--- config.mk ---
export PLATFORM = sky130hd
export DESIGN_NAME = ex_mem_stage_reg
export DESIGN_NICKNAME = d
export VERILOG_FILES = /design/src/rtl/ex_mem_stage_reg.sv
export SDC_FILE = /design/constraint.sdc
export NUM_CORES = 1
export LEC_CHECK = 0
export CAP_MARGIN = 25
export CORE_UTILIZATION = 45
export CTS_CLUSTER_DIAMETER = 150
export CTS_CLUSTER_SIZE = 24
export DETAILED_ROUTE_END_ITERATION = 10
export PLACE_DENSITY = 0.81
export RECOVER_POWER = 100
export SYNTH_ARGS = -nofsm -noshare
export SYNTH_HDL_FRONTEND = slang
export SYNTH_SLANG_ARGS = --single-unit
--- constraint.sdc ---
create_clock -name clock -period 4.8 [get_ports clock]
set_input_delay 0.72 -clock clock [delete_from_list [all_inputs] [get_ports clock]]
set_output_delay 0.72 -clock clock [all_outputs]
set_load 0.02 [all_outputs]
--- src/rtl/ex_mem_stage_reg.sv ---
// EX/MEM pipeline register: captures execute-stage results on the falling clock edge,
// with flush/stall control and saturating stall/flush event counters.
module ex_mem_stage_reg #(
    parameter int DATA_W = 32,
    parameter int RD_W   = 5,
    parameter int CTRL_W = 5,
    parameter int CNT_W  = 16
) (
    input  logic              clock,
    input  logic              reset,
    input  logic              stall,
    input  logic              flush,
    input  logic              valid_in,
    input  logic [CTRL_W-1:0] ctrl_in,
    input  logic [DATA_W-1:0] alu_result_in,
    input  logic [DATA_W-1:0] store_data_in,
    input  logic [RD_W-1:0]   rd_in,
    input  logic              flag_in,
    output logic              valid_out,
    output logic [CTRL_W-1:0] ctrl_out,
    output logic [DATA_W-1:0] alu_result_out,
    output logic [DATA_W-1:0] store_data_out,
    output logic [RD_W-1:0]   rd_out,
    output logic              flag_out,
    output logic [CNT_W-1:0]  stall_count,
    output logic [CNT_W-1:0]  flush_count,
    output logic              bubble_out
);

    localparam logic [CNT_W-1:0] CNT_ONE = {{(CNT_W-1){1'b0}}, 1'b1};

    logic              vld_p1;
    logic [CTRL_W-1:0] ctrl_p1;
    logic [DATA_W-1:0] alu_result_p1;
    logic [DATA_W-1:0] store_data_p1;
    logic [RD_W-1:0]   rd_p1;
    logic              flag_p1;
    logic              bubble_p1;
    logic [CNT_W-1:0]  stall_cnt_p1;
    logic [CNT_W-1:0]  flush_cnt_p1;

    function automatic logic [CNT_W-1:0] sat_inc(input logic [CNT_W-1:0] v);
        return (&v) ? v : v + CNT_ONE;
    endfunction

    // EX -> MEM boundary: reset > flush > stall > load, captured on the falling edge
    always_ff @(negedge clock) begin
        if (reset) begin
            vld_p1        <= 1'b0;
            ctrl_p1       <= '0;
            alu_result_p1 <= '0;
            store_data_p1 <= '0;
            rd_p1         <= '0;
            flag_p1       <= 1'b0;
            bubble_p1     <= 1'b0;
            stall_cnt_p1  <= '0;
            flush_cnt_p1  <= '0;
        end else if (flush) begin
            vld_p1        <= 1'b0;
            ctrl_p1       <= '0;
            alu_result_p1 <= '0;
            store_data_p1 <= '0;
            rd_p1         <= '0;
            flag_p1       <= 1'b0;
            bubble_p1     <= 1'b1;
            flush_cnt_p1  <= sat_inc(flush_cnt_p1);
        end else if (stall) begin
            stall_cnt_p1  <= sat_inc(stall_cnt_p1);
        end else begin
            vld_p1        <= valid_in;
            // An invalid slot must never carry active control into MEM.
            ctrl_p1       <= valid_in ? ctrl_in : '0;
            alu_result_p1 <= alu_result_in;
            store_data_p1 <= store_data_in;
            rd_p1         <= rd_in;
            flag_p1       <= flag_in;
            bubble_p1     <= 1'b0;
        end
    end

    assign valid_out      = vld_p1;
    assign ctrl_out       = ctrl_p1;
    assign alu_result_out = alu_result_p1;
    assign store_data_out = store_data_p1;
    assign rd_out         = rd_p1;
    assign flag_out       = flag_p1;
    assign bubble_out     = bubble_p1;
    assign stall_count    = stall_cnt_p1;
    assign flush_count    = flush_cnt_p1;

endmodule

==> impl_summary.txt, run 1 <==
----------------------------------------------------
[Status]
  Result of the run ... completed

[Synth]
  Post-synthesis net count ... 538
  Sequential area share after synthesis ... 0.504
  Yosys reg bits ... 109
  Simple-Gate Fraction of Synth Area ... 0.200
  Cells after Synth ... 456
  Number of enable-type register cells in the synthesized netlist ... 0
  Compound-Gate Fraction of Synth Area ... 0.0791
  Leading register cell type out of synthesis ... dfxtp_1
  Adder and majority gate portion of the synthesized area ... 0.00578
  Post-Synthesis Cell Area ... 4330 sq um
  Dominant combinational cell family by area after synthesis ... simple AND/OR/NAND/NOR gates
  Xor/xnor cell area share of the yosys netlist ... 0.00202
  Count of unique library cells instantiated by Yosys ... 39
  Synth warn ... 0
  Mean area per synthesized cell ... 9.50 sq um
  Multiplexer share of the synthesized area ... 0.177
  Post-synth ARST share ... 0

[Detailed routing]
  Average via count per standard cell ... 5.04
  Drt first pass iters ... 4
  Count of unresolved DRC violations after routing ... 0
  Routed wire length ... 12800 microns
  Vias after detailed routing ... 4480
  Routed len/inst ... 14.4 microns
  Routed Antenna Nets ... 0
  Count of routing violations after the opening detailed-route iteration ... 115

[Job]
  Max_cap viols ... 0

[Clocking]
  Maximum level of the CTS H-tree ... 3
  Max Root-Sink Buffers ... 2
  Cell chosen for the clock root ... clkbuf_8
  Number of CTS-inserted buffers ... 9
  Register clock-pin slew on the reported worst setup and hold paths ... 40 ps
  CTS Hold Buffers Added ... 0
  Post-CTS sizing ... 0
  CTS tree ... done
  Source-to-sink clock delay at the later pin of the worst-skew pair ... 430 ps
  CTS Sinks ... 109
  Number of post-CTS setup repair buffers ... 0

[Worst setup path]
  Critical path endpoint category ... primary output
  Critical Path AT ... 3970 ps
  Biggest cell delay along the critical path ... 710 ps
  Endpoint required time on the critical path ... 4080 ps
  Maximum fanout encountered on the critical timing path ... 6
  Cell Chain, Critical Path ... dlygate4sd3_1
  Number of buffer and inverter instances along the worst setup path ... 1
  Type of element launching the critical path ... flip-flop
  Cell type group with the largest total delay on the critical path ... buffers and inverters
  Crit Path Category ... flip-flop to primary output
  Slowest library cell on the worst path ... dlygate4sd3_1

[Timing]
  Hold Fails Final Rpt ... 0
  Layout Skew ... 36.4 ps
  Relative slew margins ... 0.440
  Pins over their slew limit ... 0
  Final setup violation count ... 0
  Actual transition at the worst max-transition pin ... 830 ps
  Post-route setup slack ... 106 ps
  Setup repair after global routing missed its margin ... false

[Hold path]
  Hold Crit Class ... flip-flop to flip-flop

[Placement]
  Final RePlAce weighted congestion ... 0.839
  Worst slack after detailed placement ... -57.2 ps
  Number of buffers inserted by port buffering ... 188
  Total half-perimeter wirelength after legalization and detailed placement ... 8930 microns

[Final layout]
  Fraction of final layout cells sized beyond drive strength 1 ... 0.0539
  Area of combinational cells with multiple inputs ... 2000 sq um
  Storage cell area ... 2180 sq um
  Area Growth Syn to Fin ... 61.8%
  Count of antenna diodes in the layout ... 0
  Layout filler cell count ... 670
  Post-Route Utilization ... 0.755
  Number of nets in the final layout ... 837

[GRT]
  Number of global-route vias before repair ... 4710
  Number of antenna violations at the first check in global routing ... 0
  Global-route wire length before repair ... 20600 microns
  GR Layer Usage met2 ... 0.452
  Maximum number of pins on one net before global-route repair ... 57
  Met1 track utilization from global routing ... 0.241
  Global-route usage over all layers ... 0.255
  Met3 track demand over resource in global routing ... 0.139
  Layer with the highest usage after global routing ... met2
  Total gr overflow ... 0

[Floorplanning]
  I/O pin count ... 189
  Initial core utilization ... 0.467
  Total Die Area ... 10000 sq um
  Die width ... 100 microns
  Count of standard-cell rows ... 35
  Placeable core region ... 9280 sq um
  Die extent in y ... 100 microns

[Power and ir drop]
  Power density over cell area ... 307 nW/um^2
  Post-layout total power ... 0.00215 W
  Largest voltage drop on the vdd net ... 0.000277 V
  Leakage ... 3.41 nW

----------------------------------------------------
==> registers in the layout (all words and copies together), names as in the netlist <==
| name | cells |
|---|---|
| flush_count | 16 |
| bubble_out | 1 |
| ctrl_out | 5 |
| store_data_out | 32 |
| flag_out | 1 |
| alu_result_out | 32 |
| rd_out | 5 |
| stall_count | 16 |
| valid_out | 1 |
==> power by group <==
group          total, W  switching (W)  internal (W)  leakage [nW]
sequential     0.000947      0.0000141      0.000933         0.886
clock          0.000968       0.000592      0.000376         0.693
combinational  0.000232       0.000106      0.000126          1.83
==> routing by layer <==
metal	wire [microns]	vias up
met1	4800	2074
met4	210	0
met2	6570	187
met5	0	-
met3	1240	17
li1	-	2202
==> cell usage after synthesis, drive strengths merged, types with 5 or more instances <==
master,count,area share
a21oi,24,0.028
a22oi,5,0.0087
buf,9,0.0090
clkbuf,20,0.017
dfxtp,109,0.50
inv,7,0.0061
mux2i,72,0.17
nand2,10,0.0087
nand3,11,0.014
nand4,9,0.014
nor2,89,0.077
nor2b,7,0.010
nor3,8,0.0092
nor4,5,0.0072
o21ai,11,0.013
o31ai,10,0.017
or3,13,0.019
or4,9,0.016
==> through the flow <==
step	hold WS [ps]	std cells	area (sq um)	TNS [ps]
4_1_cts	487	889	7050	0
5_1_grt	521	889	7010	0
2_1_floorplan	573	456	4330	0
3_5_place_dp	478	765	6430	-203
3_3_place_gp	471	765	6430	-36.5
6_report	482	889	7010	0
==> layout make-up <==
class / instances / share of cell area
Tap cell: 129 / 0.0230
Sequential cell: 109 / 0.311
Multi-Input combinational cell: 311 / 0.286
Timing Repair Buffer: 209 / 0.288
Inverter: 6 / 0.00321
Clock inverter: 116 / 0.0713
Clock buffer: 9 / 0.0177
==> placed cells by master, fill, tap and decap left out, types with 3 or more instances in the layout <==
cell type        count
clkbuf_1             6
nor3_1               8
nor2b_1              7
o31ai_1             10
clkdlybuf4s50_1     81
clkbuf_4             3
and3_1               3
nand2_1             10
or3_1               11
a22oi_1              5
buf_4               11
o21ai_0             11
inv_1              116
nand4_1              8
dfxtp_1            109
a21oi_1             24
dlygate4sd3_1      106
mux2i_1             72
mux2_2               4
clkbuf_8             9
or4_1                9
nor4_1               5
nand3_1             10
nand2b_1             3
nor2_1              89
==> path summary, 6_finish.rpt <==
path | startpoint | end | slack, ps | depth (start not counted)
worst max register to register | stall_count[0]$_SDFFE_NP0P_ | stall_count[5]$_SDFFE_NP0P_ | 2660 | 6
worst max-delay path | flush_count[10]$_SDFFE_NP0P_ | flush_count[10] | 110 | 1
worst min-delay path | alu_result_out[24]$_SDFFE_NP0N_ | alu_result_out[24]$_SDFFE_NP0N_ | 480 | 2
worst min register to register | alu_result_out[24]$_SDFFE_NP0N_ | alu_result_out[24]$_SDFFE_NP0N_ | 480 | 2
==> logic make-up after synthesis <==
kind of cell               after synthesis
AOI/OAI and AO/OA                       56
xor gates and xnor gates                 1
adders and majority gates                2
buffers and inverters                   36
DFF                                    109
muxes                                   76
and+or+nand+nor                        176
No activity file was read; power rests on OpenSTA's default activity.
==> run 2: changes to the inputs <==
--- a/config.mk
+++ b/config.mk
@@ -6,6 +6,7 @@
 export NUM_CORES = 1
 export LEC_CHECK = 0
 export CAP_MARGIN = 25
+export CORE_MARGIN = 3
 export CORE_UTILIZATION = 45
 export CTS_CLUSTER_DIAMETER = 150
 export CTS_CLUSTER_SIZE = 24
==> run 2 against run 1 <==
Effect of this change:
- sequential share of layout area is 0.13 points higher
- hold slack worse by 0.90 ps
- largest power group is now registers
- largest cell class unchanged
- combinational power is essentially flat
- critical path depth stayed put
==> impl_summary.txt, run 2 (same netlist as run 1, synthesis figures left out) <==
----------------------------------------------------
[Placement]
  Final RePlAce weighted congestion ... 0.885
  Total half-perimeter wirelength after legalization and detailed placement ... 8680 microns
  Number of buffers inserted by port buffering ... 188
  Worst slack after detailed placement ... -80.9 ps
  Cell area reported after detailed placement ... 6410 sq um

[Detailed routing]
  Routed met3 length ... 1310 microns
  Routed wire length ... 12800 microns
  Top routing layer in use ... met4
  Routed Antenna Nets ... 0
  Routed wl met2 ... 6370 microns
  Drt first pass iters ... 4
  Post-Route M1 WL ... 4930 microns
  Count of routing violations after the opening detailed-route iteration ... 142
  Routed len/inst ... 14.4 microns
  Vias after detailed routing ... 4457
  Average via count per standard cell ... 5.04
  Count of unresolved DRC violations after routing ... 0

[Floorplanning]
  Initial core utilization ... 0.467
  Total Die Area ... 10800 sq um
  I/O pin count ... 189
  Die width ... 104 microns
  Placeable core region ... 9280 sq um
  Die extent in y ... 104 microns
  Count of standard-cell rows ... 35

[Status]
  Result of the run ... completed

[Worst setup path]
  Number of buffer and inverter instances along the worst setup path ... 1
  Slowest library cell on the worst path ... dlygate4sd3_1
  Endpoint required time on the critical path ... 4080 ps
  Cell type group with the largest total delay on the critical path ... buffers and inverters
  Biggest cell delay along the critical path ... 710 ps
  Critical path endpoint category ... primary output
  Worst-case register-to-register setup slack ... 2660 ps
  Crit Path Category ... flip-flop to primary output
  Cell Chain, Critical Path ... dlygate4sd3_1
  Critical Path AT ... 3970 ps
  Type of element launching the critical path ... flip-flop
  Maximum fanout encountered on the critical timing path ... 6

[Timing]
  Relative slew margins ... 0.402
  Setup repair after global routing missed its margin ... false
  Hold Fails Final Rpt ... 0
  Final setup violation count ... 0
  Pins over their slew limit ... 0
  Post-route setup slack ... 111 ps
  Layout Skew ... 21.5 ps
  Actual transition at the worst max-transition pin ... 897 ps
  Worst hold margin ... 481 ps

[Power and ir drop]
  Power density over cell area ... 304 nW/um^2
  Largest voltage drop on the vdd net ... 0.000229 V
  Leakage ... 3.40 nW

[Clocking]
  Post-CTS sizing ... 0
  Max Root-Sink Buffers ... 2
  Cell chosen for the clock root ... clkbuf_8
  CTS Hold Buffers Added ... 0
  Number of CTS-inserted buffers ... 9
  CTS Sinks ... 109
  CTS tree ... done
  Maximum level of the CTS H-tree ... 3
  Number of post-CTS setup repair buffers ... 0
  Register clock-pin slew on the reported worst setup and hold paths ... 50 ps
  Source-to-sink clock delay at the later pin of the worst-skew pair ... 420 ps

[GRT]
  Global-route usage over all layers ... 0.235
  Number of antenna violations at the first check in global routing ... 0
  Number of global-route vias before repair ... 4732
  Maximum number of pins on one net before global-route repair ... 78
  Total gr overflow ... 0
  Global-route wire length before repair ... 21100 microns

[Final layout]
  Area of combinational cells with multiple inputs ... 2000 sq um
  Storage cell area ... 2180 sq um
  Number of nets in the final layout ... 833
  Most common cell after layout, fill and taps aside ... inv_1
  Count of antenna diodes in the layout ... 0
  Fraction of final layout cells sized beyond drive strength 1 ... 0.0503
  Area Growth Syn to Fin ... 61.1%
  Design area ... 6980 sq um
  Layout filler cell count ... 671
  Highest-count cells in the layout ignoring fill and taps ... inv_1 (116), dfxtp_1 (109), dlygate4sd3_1 (108)

[Hold path]
  Hold Crit Class ... flip-flop to flip-flop

[Job]
  Max_cap viols ... 0

----------------------------------------------------
[run 2: path summary, 6_finish.rpt]
check,to,cells after the start,startpoint
hold / removal,valid_out$_SDFFE_NP0N_,2,valid_out$_SDFFE_NP0N_
setup reg to reg,stall_count[3]$_SDFFE_NP0P_,6,stall_count[0]$_SDFFE_NP0P_
setup / recovery,stall_count[5],1,stall_count[5]$_SDFFE_NP0P_
hold reg to reg,valid_out$_SDFFE_NP0N_,2,valid_out$_SDFFE_NP0N_
[run 2: per-stage QoR]
step           total power, W  cells  utilization  TNS [ps]
2_1_floorplan         0.00121    456            -         0
3_3_place_gp          0.00134    761        0.691     -48.1
3_5_place_dp          0.00134    761        0.691      -359
4_1_cts               0.00218    885        0.756         0
5_1_grt               0.00228    885        0.752         0
6_report              0.00212    885        0.752         0
[run 2: metal layers]
layer | global-route usage | vias up
li1 | - | 2201
met1 | 0.228 | 2073
met2 | 0.395 | 169
met3 | 0.145 | 14
met4 | 0.107 | 0
met5 | 0 | -
[run 2: final cells by class]
cell class / instances / area share
well taps: 129 / 0.0231
flip-flops and latches: 109 / 0.313
inverters: 6 / 0.00323
multi-input cells: 311 / 0.287
clock buffers: 9 / 0.0178
clock inverters: 116 / 0.0701
repair buffers: 205 / 0.286
[run 2: worst register-to-register path: stages, from the launching register on]
cell and delay [ps]:
dfxtp_1 410, ha_1 280, nand4_1 130, nor4_1 610, buf_4 260, nor3_1 60, mux2_2 270
[run 2: power breakdown]
part,internal [W],switching [W],total (W)
Sequential,0.000933,0.0000138,0.000947
Clock,0.000369,0.000576,0.000944
Combinational,0.000125,0.000106,0.000231
Total,0.00143,0.000695,0.00212
==> run 3: changes to the inputs <==
--- a/config.mk
+++ b/config.mk
@@ -7,11 +7,12 @@
 export LEC_CHECK = 0
 export CAP_MARGIN = 25
 export CORE_MARGIN = 3
-export CORE_UTILIZATION = 45
+export CORE_UTILIZATION = 50
 export CTS_CLUSTER_DIAMETER = 150
 export CTS_CLUSTER_SIZE = 24
 export DETAILED_ROUTE_END_ITERATION = 10
-export PLACE_DENSITY = 0.81
+export DONT_BUFFER_PORTS = 1
+export PLACE_DENSITY = 0.61
 export RECOVER_POWER = 100
 export SYNTH_ARGS = -nofsm -noshare
 export SYNTH_HDL_FRONTEND = slang
==> run 3 against run 2 <==
Effect of this change:
- sequential cell count unchanged
- final cell count decreased by 26%
- largest power group unchanged
- sequential power increased by 3.8%
- design area decreased by 29%
- global-route usage decreased by 2.8 points
==> impl_summary.txt, run 3 (same netlist as run 1, synthesis figures left out) <==
----------------------------------------------------
[Placement]
  Final RePlAce weighted congestion ... 0.792
  Number of buffers inserted by port buffering ... 0
  Total half-perimeter wirelength after legalization and detailed placement ... 7050 microns
  Worst slack after detailed placement ... 412 ps

[Final layout]
  Layout filler cell count ... 786
  Area Growth Syn to Fin ... 14.2%
  Fraction of final layout cells sized beyond drive strength 1 ... 0.0507
  Number of nets in the final layout ... 630
  Area of combinational cells with multiple inputs ... 2000 sq um
  Most common cell after layout, fill and taps aside ... inv_1
  Storage cell area ... 2180 sq um
  Highest-count cells in the layout ignoring fill and taps ... inv_1 (115), dfxtp_1 (109), nor2_1 (89)
  Count of antenna diodes in the layout ... 0

[Clocking]
  Cell chosen for the clock root ... clkbuf_8
  CTS Hold Buffers Added ... 0
  Register clock-pin slew on the reported worst setup and hold paths ... 40 ps
  Maximum level of the CTS H-tree ... 3
  Number of post-CTS setup repair buffers ... 0
  Number of CTS-inserted buffers ... 9
  Max Root-Sink Buffers ... 2
  Source-to-sink clock delay at the later pin of the worst-skew pair ... 410 ps
  CTS Sinks ... 109
  CTS tree ... done
  Post-CTS sizing ... 0

[Timing]
  Post-route setup slack ... 553 ps
  Hold Fails Final Rpt ... 0
  Final setup violation count ... 0
  Setup repair after global routing missed its margin ... false
  Pins over their slew limit ... 0
  Setup TNS ... 0 ps
  Actual transition at the worst max-transition pin ... 1470 ps
  Layout Skew ... 18.3 ps
  Relative slew margins ... 0.0227

[Worst setup path]
  Critical path endpoint category ... flip-flop
  Type of element launching the critical path ... input port
  Maximum fanout encountered on the critical timing path ... 76
  Crit Path Category ... input port to flip-flop
  Critical Path AT ... 2160 ps
  Endpoint required time on the critical path ... 2710 ps

[Floorplanning]
  Initial core utilization ... 0.522
  Die extent in y ... 99.1 microns
  Placeable core region ... 8300 sq um
  Total Die Area ... 9820 sq um
  I/O pin count ... 189
  Die width ... 99.1 microns
  Count of standard-cell rows ... 33

[Power and ir drop]
  Power density over cell area ... 394 nW/um^2
  Post-layout total power ... 0.00195 W
  Leakage ... 2.30 nW
  Largest voltage drop on the vdd net ... 0.000206 V

[GRT]
  Global-route wire length before repair ... 16700 microns
  Global-route usage over all layers ... 0.207
  Maximum number of pins on one net before global-route repair ... 82
  Number of antenna violations at the first check in global routing ... 0
  Total gr overflow ... 0
  Number of global-route vias before repair ... 3736

[Detailed routing]
  Count of unresolved DRC violations after routing ... 0
  Average via count per standard cell ... 5.44
  Routed wire length ... 10500 microns
  Routed len/inst ... 16.0 microns
  Routed Antenna Nets ... 0
  Drt first pass iters ... 4
  Vias after detailed routing ... 3573
  Count of routing violations after the opening detailed-route iteration ... 79

[Status]
  Result of the run ... completed

[Job]
  Max_cap viols ... 0

[Hold path]
  Hold Crit Class ... flip-flop to flip-flop

----------------------------------------------------
## run 3: final cells by class
class / instances / share of cell area
clock buffer: 9 / 0.0250
sequential: 109 / 0.441
multi-input combinational: 311 / 0.405
timing repair buffer: 2 / 0.00253
tap: 105 / 0.0265
clock inverter: 115 / 0.0958
inverter: 6 / 0.00455
## run 3: where the power goes
group	total (W)	leakage [nW]	switching (W)	internal (W)
logic	0.0000677	0.739	0.0000305	0.0000372
clock network	0.000899	0.678	0.000576	0.000323
registers	0.000983	0.886	0.0000494	0.000933
total	0.00195	2.30	0.000656	0.00129
## run 3: worst max-delay path: stages
cell,delay [ps]
or2_2,270
clkbuf_2,770
nor2_1,340
## run 3: metal layers
layer / GRT usage / share of wire / vias up
met4: 0.112 / 0.012 / 0
met2: 0.335 / 0.51 / 126
li1: - / - / 1789
met5: 0 / 0 / -
met1: 0.205 / 0.38 / 1648
met3: 0.126 / 0.097 / 10
## run 3: worst paths after layout
check / from / to / slack, ps / depth (start not counted)
hold reg to reg: flush_count[9]$_SDFFE_NP0P_ / flush_count[9]$_SDFFE_NP0P_ / 600 / 2
setup reg to reg: stall_count[1]$_SDFFE_NP0P_ / stall_count[5]$_SDFFE_NP0P_ / 2530 / 6
setup / recovery: reset / alu_result_out[12]$_SDFFE_NP0N_ / 550 / 3
hold / removal: flush_count[9]$_SDFFE_NP0P_ / flush_count[9]$_SDFFE_NP0P_ / 600 / 2
## run 3: stage by stage
step	hold slack [ps]	cells	area, sq um	utilization
6_report	599	657	4950	0.596
5_1_grt	631	657	4950	0.596
4_1_cts	602	657	4960	0.597
3_5_place_dp	591	534	4360	0.526
3_3_place_gp	591	534	4360	0.526
2_1_floorplan	573	456	4330	-
==> variant 1 (settings of run 1) <==
Set the parameter `RD_W` to 10 (it was 5).
--- a/src/rtl/ex_mem_stage_reg.sv
+++ b/src/rtl/ex_mem_stage_reg.sv
@@ -3,5 +3,5 @@
 module ex_mem_stage_reg #(
     parameter int DATA_W = 32,
-    parameter int RD_W   = 5,
+    parameter int RD_W   = 10,
     parameter int CTRL_W = 5,
     parameter int CNT_W  = 16
Ports: changed (resized rd_in and rd_out); port bits go from 189 to 199. The function was not compared with the original's and may differ.
==> variant 1 against run 1 <==
Worst setup slack got worse by 28 ps; final area increased by 9.1%; critical path type unchanged; sequential cell count rose by 5; total power rose by 37%; global-route usage up 2.5 points; synthesized area grew 4.3%; cell count grew 4.4%; critical endpoint is now store_data_out[23]; routed wire length up 11%.
==> variant 1: results (changes against run 1) <==
Worst-Margin Slew 749.9 ps (was 829.7 ps); Clock Skews 21.92 ps (was 36.35 ps); fraction of registers with async set/reset 0% (unchanged); drt first pass iters 5 (was 4); setup ws final 78.43 ps (was 106.0 ps); worst skew pair latency 510 ps (was 430 ps); CP max stage delay 750 ps (was 710 ps); FF-to-FF setup slack 2760 ps (was 2660 ps); outcome completed (unchanged); CP Max Fanout 2 (was 6); Routed Antenna Nets 0 (unchanged); share of cells above drive strength 1 6.038% (was 5.395%); first-pass GRT wire length 22.28 mm (was 20.56 mm); total of max-cap violations 0 (unchanged); antenna violations before repair 0 (unchanged); # Post-CTS Setup Buffers 0 (unchanged); Main synth FF type dfxtp_1 (unchanged); FF-to-FF path depth 5 (was 6); HP Class flop to flop (unchanged); total wire length 14.22 mm (was 12.82 mm); critical path arrival 4000 ps (was 3970 ps); area share of the largest cell type after synthesis 50.53% (was 50.38%); GRT Overall Usage 27.97% (was 25.49%); placer congestion estimate 0.8577 (was 0.8389); Max clock buf depth 2 (unchanged); crit path from store_data_out[23]$_SDFFE_NP0N_ (was flush_count[10]$_SDFFE_NP0P_); pre-CTS setup slack 27.38 ps (was -57.20 ps); Yosys warning total 0 (unchanged); post_cts resized 0 (unchanged); largest net degree at the start of global routing 57 (unchanged); Seq/Total Area, Yosys 50.53% (was 50.38%); diodes inserted 0 (unchanged); Reg-to-Reg End stall_count[8]$_SDFFE_NP0P_ (was stall_count[5]$_SDFFE_NP0P_); syn nets 552 (was 538); Final nets 870 (was 837); PortBufs 198 (was 188); vias in the first global route 5036 (was 4710); Crit-path slowest cell dlygate4sd3_1 (unchanged); Critical Path End store_data_out[23] (was flush_count[10]); post-DP HPWL 9.162 mm (was 8.935 mm); Netlist cell types 41 (was 39); Peak VDD IR 289.4 uV (was 277.3 uV); H-tree Lvls 4 (was 3); hold path depth 2 (unchanged); delay-heaviest family, CP buffers and inverters (unchanged); CTS clock-pin slew for the worst setup and hold paths 40 ps (about the same); FF-to-FF Start stall_count[0]$_SDFFE_NP0P_ (unchanged); Leakage 3.721 nW (was 3.408 nW); synth top area cells dfxtp_1 (51%), mux2i_1 (18%), nor2_1 (7.6%) (was dfxtp_1 (50%), mux2i_1 (17%), nor2_1 (7.7%)); most instantiated cells after synthesis dfxtp_1 (114), nor2_1 (91), mux2i_1 (79), a21oi_1 (27), nand2_1 (17) (was dfxtp_1 (109), nor2_1 (89), mux2i_1 (72), a21oi_1 (24), clkbuf_1 (20)); root buf cell clkbuf_8 (unchanged); drt first-iter violations 146 (was 115); TritonCTS Buffers 17 (was 9); drt via density 5.079 (was 5.039)
## variant 1: final cells by class
type | count | area (sq um)
sequential | 114 | 2282
multi-input combinational | 319 | 2100
fill | 648 | 2082
timing repair buffer | 210 | 2048
clock inverter | 128 | 610.6
clock buffer | 17 | 414.1
tap | 133 | 166.4
inverter | 7 | 26.28
## variant 1: per-layer routing
metal / vias up / GRT usage [%] / share of wire [%]
li1: 2297 / - / -
met1: 2199 / 27.04 / 38
met2: 189 / 45.90 / 51
met3: 28 / 17.44 / 8.7
met4: 0 / 15.49 / 2.4
met5: - / 0 / 0
## variant 1: worst reg2reg max path, cell delays in order, from the launching register on
cell	delay, ps
dfxtp_1	420
ha_1	250
nand4_1	210
nor4_4	730
or4_1	220
a21oi_1	70
## variant 1: report_power, final
group	switching, W	internal, W	leakage [nW]	total (W)
clock	0.000727	0.000965	0.896	0.00169
combinational	0.000119	0.000140	1.90	0.000259
sequential	0.0000170	0.000982	0.927	0.000999
## variant 1: metrics by stage
| stage | util [%] | instances | area, sq um |
|---|---|---|---|
| after global routing | 78.60 | 928 | 7647 |
| after detailed placement | 68.58 | 784 | 6673 |
| after floorplan | - | 465 | 4517 |
| after global placement | 68.58 | 784 | 6673 |
| final | 78.60 | 928 | 7647 |
| after CTS | 79.08 | 928 | 7694 |
## variant 1: kinds of logic after synthesis
logic type	Yosys count	share of synthesized area [%]
buffers and inverters	32	3.047
DFF	114	50.53
adders and majority gates	2	0.5539
muxes	79	17.51
AOI/OAI and AO/OA	64	8.892
and+or+nand+nor	174	19.47
## variant 1: how the worst min path moves through the flow
stage,endpoint,start,slack (ps)
2_1_floorplan,flush_count[9]$_SDFFE_NP0P_,flush_count[9]$_SDFFE_NP0P_,570
6_report,store_data_out[11]$_SDFFE_NP0N_,store_data_out[11]$_SDFFE_NP0N_,480
5_1_grt,rd_out[8]$_SDFFE_NP0N_,rd_out[8]$_SDFFE_NP0N_,510
3_5_place_dp,store_data_out[23]$_SDFFE_NP0N_,store_data_out[23]$_SDFFE_NP0N_,490
3_3_place_gp,valid_out$_SDFFE_NP0N_,valid_out$_SDFFE_NP0N_,470
4_1_cts,alu_result_out[10]$_SDFFE_NP0N_,alu_result_out[10]$_SDFFE_NP0N_,490
==> variant 2 (settings of run 1) <==
Made on the original files. Make the reset (`reset`) asynchronous in one clocked block.
--- a/src/rtl/ex_mem_stage_reg.sv
+++ b/src/rtl/ex_mem_stage_reg.sv
@@ -45,5 +45,5 @@
 
     // EX -> MEM boundary: reset > flush > stall > load, captured on the falling edge
-    always_ff @(negedge clock) begin
+    always_ff @(negedge clock or posedge reset) begin
         if (reset) begin
             vld_p1        <= 1'b0;
Check against the original RTL: differs if reset is asserted again (counterexample within 4 cycles, from zero or initial values and one cycle with reset high); with reset held inactive, the same outputs for 4 cycles.
==> variant 2 against run 1 <==
Synthesized area increased by 9.0%; first-iteration DRC count increased by 17%; highest routed layer unchanged; sequential cell count unchanged; hold slack got worse by 46 ps; worst setup slack got worse by 12 ps; final area decreased by 2.2%; critical endpoint is now stall_count[2]; routed wire length decreased by 11%.
Power is not compared: it rests on default switching activity, and its combinational part moved more than twofold at a synthesized area within 25%.
==> variant 2: results (changes against run 1) <==
outcome completed (unchanged); CTS clock-pin slew for the worst setup and hold paths 70 ps (was 40 ps); hold endpoint bubble_out$_DFFE_NP0P_ (was alu_result_out[24]$_SDFFE_NP0N_); met1 usage 27.28% (was 24.09%); crit path from stall_count[2]$_DFFE_NP0P_ (was flush_count[10]$_SDFFE_NP0P_); setup ws final 93.61 ps (was 106.0 ps); XOR/XNOR Fraction of Synth Area 3.712% (was 0.2022%); Compound-Gate Fraction of Synth Area 4.533% (was 7.915%); Post-Synth Adder-Cell Area 0.5302% (was 0.5777%); FF-to-FF setup slack 2710 ps (was 2660 ps); CP Max Fanout 8 (was 6); Critical Path End stall_count[2] (was flush_count[10]); Hold Crit Start bubble_out$_DFFE_NP0P_ (was alu_result_out[24]$_SDFFE_NP0N_); Syn Inst Count 405 (was 456); GRT Overall Usage 21.77% (was 25.49%); Final nets 670 (was 837); critical path arrival 3990 ps (was 3970 ps); CP max stage delay slightly above 700 ps; vias in the first global route 3881 (was 4710); hold path depth 1 (was 2); synth top area cells dfrtn_1 (58%), mux2i_1 (15%), nor2_1 (6.9%) (was dfxtp_1 (50%), mux2i_1 (17%), nor2_1 (7.7%)); M3 GR Usage 5.201% (was 13.86%); most instantiated cells after synthesis dfrtn_1 (109), nor2_1 (87), mux2i_1 (71) (was dfxtp_1 (109), nor2_1 (89), mux2i_1 (72), a21oi_1 (24), clkbuf_1 (20)); Layout Cells excl Fill 728 (was 889); share of cells above drive strength 1 5.236% (was 5.395%); Clock Skews 7.939 ps (was 36.35 ps); drt via density 5.133 (was 5.039); worst skew pair latency 330 ps (was 430 ps); post-DP HPWL 8.028 mm (was 8.935 mm); max_slew headroom 7.386% (was 43.96%); FF-to-FF path depth 4 (was 6); FILL cells 804 (was 670); GRT met2 Usage 37.56% (was 45.20%); syn nets 487 (was 538); FF-to-FF Start flush_count[12]$_DFFE_NP0P_ (was stall_count[0]$_SDFFE_NP0P_); Seq/Total Area, Yosys 57.79% (was 50.38%); Placed Instances 713 (was 765); first-pass GRT wire length 19.26 mm (was 20.56 mm); Fin Hold WS 435.9 ps (was 482.1 ps); pre-CTS setup slack 369.5 ps (was -57.20 ps); Reg-to-Reg End flush_count[1]$_DFFE_NP0P_ (was stall_count[5]$_SDFFE_NP0P_); Netlist cell types 45 (was 39); drt first-iter violations 135 (was 115); routed len/inst 15.72 microns (was 14.42 microns); fin area 6854 sq um (was 7007 sq um); drt first pass iters 5 (was 4); placer congestion estimate 0.8830 (was 0.8389); largest net degree at the start of global routing 110 (was 57); Post-synth EDFFs 0 (unchanged)
-- variant 2: cell count changes in the layout (fill, tap and decap cells not counted), sizes merged, moves of 10 or more --
cell | run 1 | this run
a21oi | 24 | 13
dfrtn | 0 | 109
dfxtp | 109 | 0
inv | 121 | 7
o31ai | 10 | 0
or3 | 13 | 1
xnor2 | 0 | 13
-- variant 2: layer usage --
layer | share of wire (%) | vias to the layer above
li1 | - | 1768
met1 | 42 | 1814
met2 | 50 | 143
met3 | 6.9 | 12
met4 | 1.1 | 0
met5 | 0 | -
-- variant 2: power by group --
part	total [W]	internal, W	switching [W]
Combinational	0.000576	0.000277	0.000299
Clock	0.000559	0.000246	0.000313
Sequential	0.00112	0.00102	0.000100
Total	0.00226	0.00154	0.000712
-- variant 2: cell type report --
type | instances | area share, %
multi-input combinational | 272 | 26.89
tap | 136 | 2.483
clock buffer | 9 | 1.807
sequential | 109 | 39.80
clock inverter | 6 | 1.022
timing repair buffer | 192 | 27.73
inverter | 4 | 0.2738
